--- src/rtl/seq_mult8_if.sv ---
// seq_mult8_if: start/done handshake and operand/result bus
// for the shift-add multiplier.
interface seq_mult8_if;
   logic        start;
   logic [7:0]  a;
   logic [7:0]  b;
   logic        busy;
   logic        done;
   logic [15:0] product;

   modport master (
      output start, a, b,
      input  busy, done, product
   );

   modport slave (
      input  start, a, b,
      output busy, done, product
   );
endinterface

--- src/rtl/seq_mult8.sv ---
// seq_mult8: 8x8 unsigned shift-add multiplier, one add per clock.
// Optional macro SEQ_MULT8_ZERO_SKIP_EN: zero operands finish in 1 cycle.
module fulladder8 (
   input  logic [7:0] a,
   input  logic [7:0] b,
   input  logic       carryin,
   output logic [7:0] sum,
   output logic       cout
);
   logic [8:0] c;

   assign c[0] = carryin;

   for (genvar i = 0; i < 8; i++) begin : g_bit
      assign sum[i]   = a[i] ^ b[i] ^ c[i];
      assign c[i+1]   = (a[i] & b[i]) | (c[i] & (a[i] ^ b[i]));
   end

   assign cout = c[8];
endmodule

module seq_mult8 (
   input  logic        clk,
   input  logic        reset,
   seq_mult8_if.slave  bus
);
   typedef enum logic [1:0] {
      IDLE,
      CALC,
      DONE
   } state_t;

   state_t      state;
   state_t      state_nx;
   logic [7:0]  m;
   logic [7:0]  p_hi;
   logic [7:0]  p_lo;
   logic [3:0]  cnt;
   logic [15:0] prod_q;
   logic [7:0]  sum;
   logic        cout;
   logic [15:0] p_step;
   logic        zero_op;
   logic        last;

   fulladder8 u_add (
      .a       (p_hi),
      .b       (m),
      .carryin (1'b0),
      .sum     (sum),
      .cout    (cout)
   );

   // carry lands in P_hi[7] so the product stays exact
   assign p_step = p_lo[0] ? {cout, sum, p_lo[7:1]}
                           : {1'b0, p_hi, p_lo[7:1]};

`ifdef SEQ_MULT8_ZERO_SKIP_EN
   assign zero_op = (bus.a == 8'd0) || (bus.b == 8'd0);
`else
   assign zero_op = 1'b0;
`endif

   assign last = (cnt == 4'd7);

   always_comb begin
      state_nx = state;
      unique case (state)
         IDLE: begin
            if (bus.start)
               state_nx = zero_op ? DONE : CALC;
         end
         CALC: begin
            if (last)
               state_nx = DONE;
         end
         DONE:    state_nx = IDLE;
         default: state_nx = IDLE;
      endcase
   end

   always_ff @(posedge clk) begin
      if (reset)
         state <= IDLE;
      else
         state <= state_nx;
   end

   always_ff @(posedge clk) begin
      if (reset) begin
         m      <= 8'd0;
         p_hi   <= 8'd0;
         p_lo   <= 8'd0;
         cnt    <= 4'd0;
         prod_q <= 16'd0;
      end else begin
         unique case (state)
            IDLE: begin
               if (bus.start) begin
                  m    <= bus.a;
                  p_hi <= 8'd0;
                  p_lo <= bus.b;
                  cnt  <= 4'd0;
                  if (zero_op)
                     prod_q <= 16'd0;
               end
            end
            CALC: begin
               {p_hi, p_lo} <= p_step;
               cnt          <= cnt + 4'd1;
               if (last)
                  prod_q <= p_step;
            end
            default: ;
         endcase
      end
   end

   assign bus.busy    = (state == CALC);
   assign bus.done    = (state == DONE);
   assign bus.product = prod_q;
endmodule

--- src/flat_wrapper.sv ---
// flat-port wrapper written by rule: the top's interface ports become plain ports
module seq_mult8_flat 
  (clk, reset, bus_start, bus_a, bus_b, bus_busy, bus_done, bus_product);
  seq_mult8_if bus_i ();
  input  logic clk;
  input  logic reset;
  input wire logic [$bits(bus_i.start)-1:0] bus_start;
  input wire logic [$bits(bus_i.a)-1:0] bus_a;
  input wire logic [$bits(bus_i.b)-1:0] bus_b;
  output wire logic [$bits(bus_i.busy)-1:0] bus_busy;
  output wire logic [$bits(bus_i.done)-1:0] bus_done;
  output wire logic [$bits(bus_i.product)-1:0] bus_product;
  assign bus_i.start = bus_start;
  assign bus_i.a = bus_a;
  assign bus_i.b = bus_b;
  assign bus_busy = bus_i.busy;
  assign bus_done = bus_i.done;
  assign bus_product = bus_i.product;
  seq_mult8 u_core (.clk(clk), .reset(reset), .bus(bus_i));
endmodule
--- config.mk ---
export PLATFORM = sky130hd
export DESIGN_NAME = seq_mult8_flat
export DESIGN_NICKNAME = d
export VERILOG_FILES = /design/src/rtl/seq_mult8_if.sv /design/src/rtl/seq_mult8.sv /design/src/flat_wrapper.sv
export SDC_FILE = /design/constraint.sdc
export NUM_CORES = 1
export LEC_CHECK = 0
export ABC_AREA = 1
export CORE_MARGIN = 10
export CORE_UTILIZATION = 30
export CTS_CLUSTER_DIAMETER = 80
export DETAILED_ROUTE_END_ITERATION = 10
export PLACE_DENSITY = 0.52
export SLEW_MARGIN = 15
export SYNTH_ARGS = -nofsm -noshare
export SYNTH_HDL_FRONTEND = slang
export SYNTH_SLANG_ARGS = --single-unit
--- constraint.sdc ---
create_clock -name clk -period 7.75 [get_ports clk]
set_clock_uncertainty 0.1 [all_clocks]
set_input_delay 2.325 -clock clk [delete_from_list [all_inputs] [get_ports clk]]
set_output_delay 2.325 -clock clk [all_outputs]
set_load 0.005 [all_outputs]
# After elaboration in Yosys (flattened, before gate mapping)
# Index checks and enable logic that the tools add are counted.
[classes] add_sub_neg=1 eq_ne=5 n_mux=10 n_bitwise=37 n_reduce_logical=6
[op_table] cell="8-bit case mux with 2 select lines" n=2
[op_table] cell="16-bit 2-to-1 mux" n=1
[op_table] cell="8-bit 2-to-1 mux" n=2
[op_table] cell="1-bit AND" n=15
[op_table] cell="1-bit bitwise XOR" n=15
[op_table] cell="4-bit case mux with 2 select lines" n=1
[op_table] cell="2-bit AND reduction" n=4
[op_table] cell="1-bit bitwise OR" n=7
[op_table] cell="4-bit by 1-bit adder with 4-bit output (second input constant)" n=1
[op_table] cell="4-bit by 3-bit == test with 1-bit output (second input constant)" n=1
[op_table] cell="2-bit 2-to-1 mux" n=2
[op_table] cell="4-bit 2-to-1 mux" n=1
[op_table] cell="2-bit case mux with 2 select lines" n=1
[op_table] cell="2-bit by 1-bit == test with 1-bit output (second input constant)" n=1
[op_table] cell="2-bit == test (second input constant)" n=1
[op_table] cell="2-bit logical NOT" n=1
[op_table] cell="2-bit by 1-bit != test with 1-bit output (second input constant)" n=1
[op_table] cell="2-bit != test (second input constant)" n=1
[op_table] cell="2-bit nonzero test" n=1
[totals] ff_bits=46 out_inout_bits=18 elab_cells=65

# Depth between registers and ports, before layout
# Gate-level depths: netlist of the first run.
[logic_depth] depth_word=17 ltp_mapped=16 ltp_nobuf=16

# By module
# From an unflattened synthesis of the first run, not the netlist that was laid out.
[unflattened] hier_cells=271 area_unflattened_um2=2073.2
[modules_own_cells] mod="seq_mult8" n_inst=1 cells_per_inst=253 area_per_inst_um2=1875.5 seq_area_each_um2=920.9
[modules_own_cells] mod="fulladder8" n_inst=1 cells_per_inst=18 area_per_inst_um2=197.7 seq_area_each_um2=0.0

# Least setup slack after synthesis of the first run
# No wires, ideal clock.
[synth_path] path_kind="reg2reg" startpoint="register u_core.p_hi[0]" endpoint="register u_core.p_hi[6]" arrival_ns=3.356 slack_ns=4.161 stages_incl_launch_ff=17 path_buffers=0 period_less_slack_ns=3.589 path_cell_list="dfxtp_1 ha_1 inv_1 fa_1 inv_1 fa_1 inv_1 fa_1 fa_1 fa_1 fa_1 inv_1 fa_1 nand2_1 nand2_1 nand2_1 a21oi_1"
[synth_between] elab_chain_len=16
[synth_rtl] element="start: declaration" line="seq_mult8.sv:36" rtl="logic [7:0] p_hi;"
[synth_rtl] element="start signal: assignment" line="seq_mult8.sv:109" rtl="{p_hi, p_lo} <= p_step;"
[synth_rtl] element="1-bit AND (2 in a row)" line="seq_mult8.sv:16" rtl="assign c[i+1] = (a[i] & b[i]) | (c[i] & (a[i] ^ b[i]));"
[synth_rtl] element="1-bit bitwise OR" line="seq_mult8.sv:16"
[synth_rtl] element="1-bit AND" line="seq_mult8.sv:16"
[synth_rtl] element="1-bit bitwise OR" line="seq_mult8.sv:16"
[synth_rtl] element="1-bit AND" line="seq_mult8.sv:16"
[synth_rtl] element="1-bit bitwise OR" line="seq_mult8.sv:16"
[synth_rtl] element="1-bit AND" line="seq_mult8.sv:16"
[synth_rtl] element="1-bit bitwise OR" line="seq_mult8.sv:16"
[synth_rtl] element="1-bit AND" line="seq_mult8.sv:16"
[synth_rtl] element="1-bit bitwise OR" line="seq_mult8.sv:16"
[synth_rtl] element="1-bit AND" line="seq_mult8.sv:16"
[synth_rtl] element="1-bit bitwise OR" line="seq_mult8.sv:16"
[synth_rtl] element="1-bit bitwise XOR" line="seq_mult8.sv:15" rtl="assign sum[i] = a[i] ^ b[i] ^ c[i];"
[synth_rtl] element="16-bit 2-to-1 mux" line="seq_mult8.sv:55" rtl="assign p_step = p_lo[0] ? {cout, sum, p_lo[7:1]}"
[synth_rtl] element="8-bit case mux with 2 select lines" line="seq_mult8.sv:97" rtl="unique case (state)"
# Every way passes these cells.
# A chain may end at the register's enable or synchronous reset.

==> qor.txt, run 1 <==
status - finished clean
sequential fraction of design power - 52.5%
Antenna Cells - 0
Peak VDD IR - 0.06881 mV
Post-synth top cells - nand2_1 (69), dfxtp_1 (46), nand3_1 (46)
antenna-violating nets left - 0
global route overflow - 0
clk slew on worst S/H paths - 90 ps
Max transition margin - 32.97%
worst-path fanout max - 33
syn_nets - 303
Chip Width - 103.5 µm
DRC - 0
Startpoint Class - primary input
clock share of power - 37.6%
# rows - 30
clock buffer depth - 2
P_int - 0.0003584 W
post-synthesis cell type with the largest combined area - dfxtp_1
vias in the first global route - 1689
TNS Setup - 0 ps
fmax - 0.2319 GHz
switching power total - 0.0001170 W
initial antenna violation count - 0
pin count of the biggest net entering global routing - 34
Area contributors post-synth - dfxtp_1 (44%), nand2_1 (12%), nand3_1 (11%)
P_leak - 1.040 nW
Hold Fails Final Rpt - 0
sequential area share after synthesis - 44.02%
Primary FF master, synth - dfxtp_1
Total Die Area - 0.01071 mm²
io pins - 37
Period Utilization, post-route - 55.64%
Switching Fraction - 24.61%
share of post-route cells with drive strength above 1 - 5.882%
FF-to-FF End - u_core.p_hi[6]$_SDFFE_PP0P_
Hold Crit Class - reg2reg
synthesized area - 0.002092 mm²
drt total wl - 5084 µm
Filler cells - 712
Worst Setup End Kind - flop
post-synth top area share - 44.02%
DR vias - 1772
DR WL/cell - 12.65 µm
total of max-cap violations - 0
cts bufs inserted - 5
RSZ-0062 raised after global routing - no
CTS Hold Buffers Added - 0
critical path class - in2reg
post-DP HPWL - 3651 µm
nets@finish - 333
slew of the pin with the lowest slew margin - 1004 ps
first-pass GRT wire length - 8590 µm
Port Buffers - 36
Max Slew Vio Count - 0
Synth-to-Final Area Change - 24.28%
setup slack, reg-to-reg - 3940 ps
postcts setup bufs - 0
Place WS - 3098 ps
worst r2r path cells - 16
Initial DRT Pass Iterations - 4
core area - 0.006794 mm²
Crit path arrival time - 4460 ps
clk sink count - 46
Yosys reg bits - 46
Period minus WS final - 4312 ps
worst skew pair latency - 300 ps
Synth warnings - 0
Critical path origin - reset
via/cell ratio - 4.408
Post-Synthesis Cells - 275
Root Buffer - clkbuf_8
syn_area_per_cell - 7.607 µm²
total global routing track utilization - 9.653%
final worst slack - 3438 ps
FF-to-FF Start - u_core.m[0]$_SDFFE_PP0P_
combinational power share - 9.9%
post-synth cell types - 20
initial detailed-routing violation count - 94
CP required - 7900 ps
share of flip-flops with an asynchronous set or reset - 0%
Resized Gates After CTS - 0
depth of the CTS H-tree - 2
critical path endpoint - u_core.bus.product[13]$_SDFFE_PP0P_
CTS tree - done
RePlAce Congestion - 0.7865
final setup vio count - 0
top-count cell post-synth - nand2_1
EDFF count, synth - 0
Vert. Die Dim - 103.5 µm
Power Density - 182.9 mW/mm²
Initial Utilization - 30.79%
layout make-up:
type	instances	area [µm²]	area share, %
clock inverters	2	37.54	1.444
clock buffers	6	72.57	2.791
multi-input cells	187	977.2	37.58
well taps	96	120.1	4.620
repair buffers	36	360.3	13.86
inverters	29	111.4	4.283
flip-flops and latches	46	920.9	35.42
state kept, by name, summed over array words and instances, names as in the netlist:
signal	count
u_core.m	8
u_core.bus.product	16
u_core.state	2
u_core.cnt	4
u_core.p_lo	8
u_core.p_hi	8
layer usage:
| layer | wire length, µm | vias up | part of all wire [%] | global-route usage (%) |
|---|---|---|---|---|
| met2 | 2257 | 29 | 44 | 14.19 |
| met4 | 87 | 0 | 1.7 | 4.234 |
| met5 | 0 | - | 0 | 0 |
| li1 | - | 933 | - | - |
| met3 | 254 | 5 | 5.0 | 2.912 |
| met1 | 2485 | 805 | 49 | 12.66 |
per-stage QoR:
step	power [W]	cells	hold slack, ps	util (%)	cell area (µm²)
global route	0.0004983	402	407.0	38.27	2600
detailed placement	0.0003027	394	360.5	36.65	2490
finish	0.0004754	402	371.6	38.27	2600
CTS	0.0004824	402	375.8	38.27	2600
global placement	0.0003022	394	357.0	36.65	2490
floorplan	0.0002851	275	338.3	-	2092
cell usage in the layout, fill, tap and decap left out, types with 2 or more instances in the layout:
| cell type | netlist | final |
|---|---|---|
| a21oi_1 | 17 | 17 |
| clkbuf_8 | 0 | 5 |
| clkdlybuf4s50_1 | 0 | 36 |
| dfxtp_1 | 46 | 46 |
| fa_1 | 7 | 7 |
| ha_1 | 2 | 2 |
| inv_1 | 25 | 25 |
| inv_2 | 3 | 3 |
| nand2_1 | 69 | 69 |
| nand2_2 | 3 | 3 |
| nand3_1 | 46 | 46 |
| nor2_1 | 18 | 18 |
| o21ai_0 | 21 | 21 |
how the worst min path moves through the flow:
stage	start	endpoint	slack (ps)	cells past startpoint
2_1_floorplan	u_core.p_lo[4]$_SDFFE_PP0P_	u_core.bus.product[3]$_SDFFE_PP0P_	340	2
3_3_place_gp	u_core.p_lo[2]$_SDFFE_PP0P_	u_core.bus.product[1]$_SDFFE_PP0P_	360	2
3_5_place_dp	u_core.p_lo[2]$_SDFFE_PP0P_	u_core.bus.product[1]$_SDFFE_PP0P_	360	2
4_1_cts	u_core.p_lo[2]$_SDFFE_PP0P_	u_core.bus.product[1]$_SDFFE_PP0P_	380	2
5_1_grt	u_core.bus.product[11]$_SDFFE_PP0P_	u_core.bus.product[11]$_SDFFE_PP0P_	410	2
6_report	u_core.bus.product[0]$_SDFFE_PP0P_	u_core.bus.product[0]$_SDFFE_PP0P_	370	2
power by group through the flow:
| stage | Combinational (W) | Sequential (W) | Clock, W |
|---|---|---|---|
| final | 0.0000472 | 0.000249 | 0.000179 |
| after global routing | 0.0000532 | 0.000250 | 0.000195 |
| after CTS | 0.0000479 | 0.000250 | 0.000185 |
| after detailed placement | 0.0000476 | 0.000255 | 0 |
| after global placement | 0.0000473 | 0.000255 | 0 |
| after floorplan | 0.0000318 | 0.000253 | 0 |
kinds of logic after synthesis:
group | Yosys count | share of synthesized area [%]
AO/OA/AOI/OAI | 38 | 9.091
adder cells (fa/ha/maj) | 9 | 7.894
buffers and inverters | 42 | 9.270
AND/OR/NAND/NOR | 140 | 29.73
flip-flops | 46 | 44.02
worst max-delay path: stages:
cell	delay, ps
clkdlybuf4s50_1	690
inv_1	870
nand3_4	160
inv_2	240
nand2_1	100
nand2_1	60
No activity file was read; power rests on OpenSTA's default activity.
==> run 2: changes to the inputs <==
==> constraint.sdc (replaced) <==
create_clock -name clk -period 4.3 [get_ports clk]
set_clock_uncertainty 0.1 [all_clocks]
set_input_delay 1.29 -clock clk [delete_from_list [all_inputs] [get_ports clk]]
set_output_delay 1.29 -clock clk [all_outputs]
set_load 0.005 [all_outputs]
==> run 2 against run 1 <==
Global-route usage is 0.098 points higher. Worst setup slack worse by 2900 ps. Die area stayed put. Cell count is 0.25% higher. Count of clock-buffer cells in the layout stayed put. First-iteration DRC count is 13% lower. Clock power is 45% higher. Sequential power is 80% higher. Critical endpoint is now u_core.p_hi[6]$_SDFFE_PP0P_.
==> qor.txt, run 2 (synthesis results as in run 1) <==
Peak VDD IR - 0.1349 mV
max reg flops - 16
Cell Chain, Critical Path - ha_1 -> inv_1 -> fa_1 -> inv_1 -> fa_1 -> inv_1 -> fa_1 -> fa_1 -> fa_1 -> fa_1 -> inv_1 -> fa_1 -> nand2_1 -> nand2_1 -> nand2_1 -> a21oi_1
DR vias - 1812
initial antenna violation count - 0
CP peak stage delay - 400 ps
depth of the CTS H-tree - 2
combinational power share - 11.0%
Hold Fails Final Rpt - 0
Antenna Cells - 0
CTS tree - done
global route overflow - 0
commonest non-fill, non-tap cell in the layout - nand2_1
Synth-to-Final Area Change - 24.04%
Most common cell on crit path - fa_1
fmax - 0.2690 GHz
total global routing track utilization - 9.750%
drt total wl - 5170 µm
P_leak - 1.046 nW
pin count of the biggest net entering global routing - 24
Max Slew Vio Count - 0
sequential fraction of design power - 56.4%
DRC - 0
Hold Crit Class - reg2reg
CP top delay family - adder cells
initial detailed-routing violation count - 82
clk slew on worst S/H paths - 80 ps
cts bufs inserted - 5
clock share of power - 32.5%
CP Buf/Inv Count - 4
commonest cells after routing, fill and taps aside - nand2_1 (69), nand3_1 (46), dfxtp_1 (46)
Chip Width - 103.5 µm
TNS Setup - 0 ps
slew of the pin with the lowest slew margin - 402.5 ps
P_int - 0.0005983 W
post-DP HPWL - 3679 µm
CTS Hold Buffers Added - 0
vias in the first global route - 1827
core area - 0.006794 mm²
share of post-route cells with drive strength above 1 - 6.515%
first-pass GRT wire length - 8783 µm
Vert. Die Dim - 103.5 µm
# rows - 30
Switching Fraction - 24.78%
clk sink count - 46
postcts setup bufs - 0
Power Density - 306.5 mW/mm²
CP required - 4380 ps
antenna-violating nets left - 0
Place WS - 585.8 ps
Root Buffer - clkbuf_8
critical path class - reg2reg
nets@finish - 336
via/cell ratio - 4.496
Post-DP Area - 0.002512 mm²
Port Buffers - 36
RSZ-0062 raised after global routing - no
Period Utilization, post-route - 86.44%
clock buffer depth - 2
Initial DRT Pass Iterations - 4
Resized Gates After CTS - 0
Max transition margin - 73.08%
Total Die Area - 0.01071 mm²
Initial Utilization - 30.79%
DR WL/cell - 12.83 µm
total of max-cap violations - 0
final worst slack - 583.1 ps
Period minus WS final - 3717 ps
Worst Setup End Kind - flop
fin area - 0.002595 mm²
Startpoint Class - flop
worst-path fanout max - 3
io pins - 37
worst skew pair latency - 290 ps
status - finished clean
switching power total - 0.0001971 W
final setup vio count - 0
CP max-delay cell - fa_1
Crit path arrival time - 3800 ps
RePlAce Congestion - 0.7601
## run 2: per-layer routing
metal | wire (µm) | track usage (%)
met5 | 0 | 0
met4 | 61 | 4.335
met3 | 207 | 3.036
met2 | 2392 | 15.32
met1 | 2508 | 11.91
## run 2: layout make-up
type	instances	area, µm²
fill	720	4199
tap	96	120.1
sequential	46	920.9
multi-input combinational	187	977.2
timing repair buffer	39	382.9
clock buffer	6	82.58
inverter	29	111.4
## run 2: worst paths after layout
kind	from	end	slack (ps)	cells after the start
setup reg to reg	u_core.p_hi[0]$_SDFFE_PP0P_	u_core.p_hi[6]$_SDFFE_PP0P_	580	16
hold reg to reg	u_core.bus.product[0]$_SDFFE_PP0P_	u_core.bus.product[0]$_SDFFE_PP0P_	370	2
hold / removal	u_core.bus.product[0]$_SDFFE_PP0P_	u_core.bus.product[0]$_SDFFE_PP0P_	370	2
setup / recovery	u_core.p_hi[0]$_SDFFE_PP0P_	u_core.p_hi[6]$_SDFFE_PP0P_	580	16
## run 2: worst min-delay path: stages, from the launching register on
cell,delay [ps]
dfxtp_1,310
nand3_1,70
nand2_1,50
## run 2: power groups by stage
stage	registers, W	logic [W]	clock network (W)
floorplan	0.000457	0.0000573	0
global placement	0.000459	0.0000884	0
detailed placement	0.000459	0.0000886	0
CTS	0.000449	0.0000889	0.000271
global route	0.000451	0.0000997	0.000291
finish	0.000449	0.0000878	0.000259
## run 2: through the flow
step                utilization (%)  cells  total power, W  hold slack, ps
floorplan                         -    275       0.0005139           338.3
global placement              36.98    397       0.0005473           359.3
detailed placement            36.98    397       0.0005476           361.0
finish                        38.20    403       0.0007954           370.5
global route                  38.20    403       0.0008411           389.9
CTS                           38.20    403       0.0008092           374.0
==> RTL change (flow settings as in run 2) <==
The 3 states of `state_t` get a one-hot encoding in 3 bits.
--- a/src/rtl/seq_mult8.sv
+++ b/src/rtl/seq_mult8.sv
@@ -26,6 +26,6 @@
 );
-   typedef enum logic [1:0] {
-      IDLE,
-      CALC,
-      DONE
+   typedef enum logic [2:0] {
+      IDLE = 3'b001,
+      CALC = 3'b010,
+      DONE = 3'b100
    } state_t;
Formal check against the unedited RTL: no difference found for any inputs over 4 cycles, from zero or initial values and one cycle with reset high; so few cycles prove little.
==> RTL change against run 2 <==
Critical path depth shrank 2. Final area increased by 11%. Wire length up 7.7%. Non-clock buffer count down 1. Die area grew 12%. Area after synthesis grew 15%. Power grew 8.1%. Sequential cell count rose by 1. Setup slack lost 0.32 ns. Synthesized cell count grew 12%. Largest power group unchanged.
==> RTL change: results (changes against run 2) <==
status: finished clean
proportion of power drawn by the clock network: 33.6% (+1.1 points)
DR vias: 1942 (+7.2%)
Met2 Wirelength: 2.59 mm (+8.3%)
FILL cells: 831 (+15%)
routed length on met1: 2.65 mm (+5.6%)
Unique masters post-synth: 26 (+30%)
Iteration-0 DRC Markers: 64 (-22%)
synthesis-stage register bit count: 47 (+2.2%)
WP data arrival: 4.10 ns (+0.30 ns)
top sig layer: met4
VDD IR-drop max: 161 µV (+20%)
Mapped Nets: 336 (+11%)
top cells by count, synth: sky130_fd_sc_hd__nand2_1 (86), sky130_fd_sc_hd__dfxtp_1 (47), sky130_fd_sc_hd__nor2_1 (35)
Post-Syn Area per Cell: 7.84 µm² (+3.0%)
total clock buffers created by CTS: 5 (unchanged)
Slew headroom: 47.5% (-26 points)
first-pass GRT wire length: 9.41 mm (+7.2%)
met3 WL post-DR: 271 µm (+31%)
launch instance of the worst min-delay path: u_core.bus.product[3]
GR Util met3: 2.46% (-0.58 points)
Psw: 220 µW (+12%)
Leakage Power: 1.04 nW (-0.56%)
Synth area leaders: sky130_fd_sc_hd__dfxtp_1 (39%), sky130_fd_sc_hd__nand2_1 (13%), sky130_fd_sc_hd__a21oi_2 (6.2%)
hold worst-path end: u_core.bus.product[3]
compound-gate portion of the synthesized area: 12.0% (+2.9 points)
last weighted congestion value of the routability-driven placer: 0.774 (+1.8%)
standard cell area after detailed placement: 2780 µm² (+11%)
number of placed instances with taps included: 432 (+8.8%)
via count of the first global-routing pass: 2006 (+9.8%)
number of port buffers: 36 (unchanged)
post-synthesis sequential area ratio: 39.0% (-5.0 points)
post-synthesis share of cell area spent on full adders, half adders and majority gates: 6.84% (-1.1 points)
worst slack after detailed placement: 0.265 ns (-0.321 ns)
overall power: 860 µW (+8.1%)
post-detail-place hpwl: 3.89 mm (+5.7%)
M2 GR Usage: 15.0% (-0.28 points)
Routed Wire Length: 5.57 mm (+7.7%)
fraction of met1 tracks used by global routing: 12.1% (+0.22 points)
Reg power frac: 54.3% (-2.1 points)
overall fraction of global-route tracks in use: 9.59% (-0.16 points)
worst path setup slack after routing: 0.267 ns (-0.316 ns)
footprint of the flip-flops and latches: 941 µm² (+2.2%)
Post-layout nets: 365 (+8.6%)
proportion of layout cells with a drive suffix above 1: 14.2% (+7.7 points)
Worst Hold Slack: 0.361 ns (-0.00937 ns)
==> RTL change: critical path, cell delays in order (launching register included) <==
cell and delay, ns:
sky130_fd_sc_hd__dfxtp_1 0.36, sky130_fd_sc_hd__ha_1 0.15, sky130_fd_sc_hd__inv_1 0.05, sky130_fd_sc_hd__fa_1 0.45
sky130_fd_sc_hd__fa_1 0.47, sky130_fd_sc_hd__fa_1 0.44, sky130_fd_sc_hd__fa_1 0.40, sky130_fd_sc_hd__fa_1 0.39
sky130_fd_sc_hd__fa_1 0.36, sky130_fd_sc_hd__inv_1 0.07, sky130_fd_sc_hd__fa_1 0.41, sky130_fd_sc_hd__nand2_1 0.08
sky130_fd_sc_hd__nand2_1 0.06, sky130_fd_sc_hd__nand2_1 0.08, sky130_fd_sc_hd__a21oi_2 0.05
==> RTL change: area by class of cell <==
cell class | instances | share of cell area [%]
multi-input combinational | 215 | 42.2
sequential | 47 | 32.7
timing repair buffer | 38 | 13.0
tap | 102 | 4.44
inverter | 30 | 4.09
clock buffer | 8 | 3.48
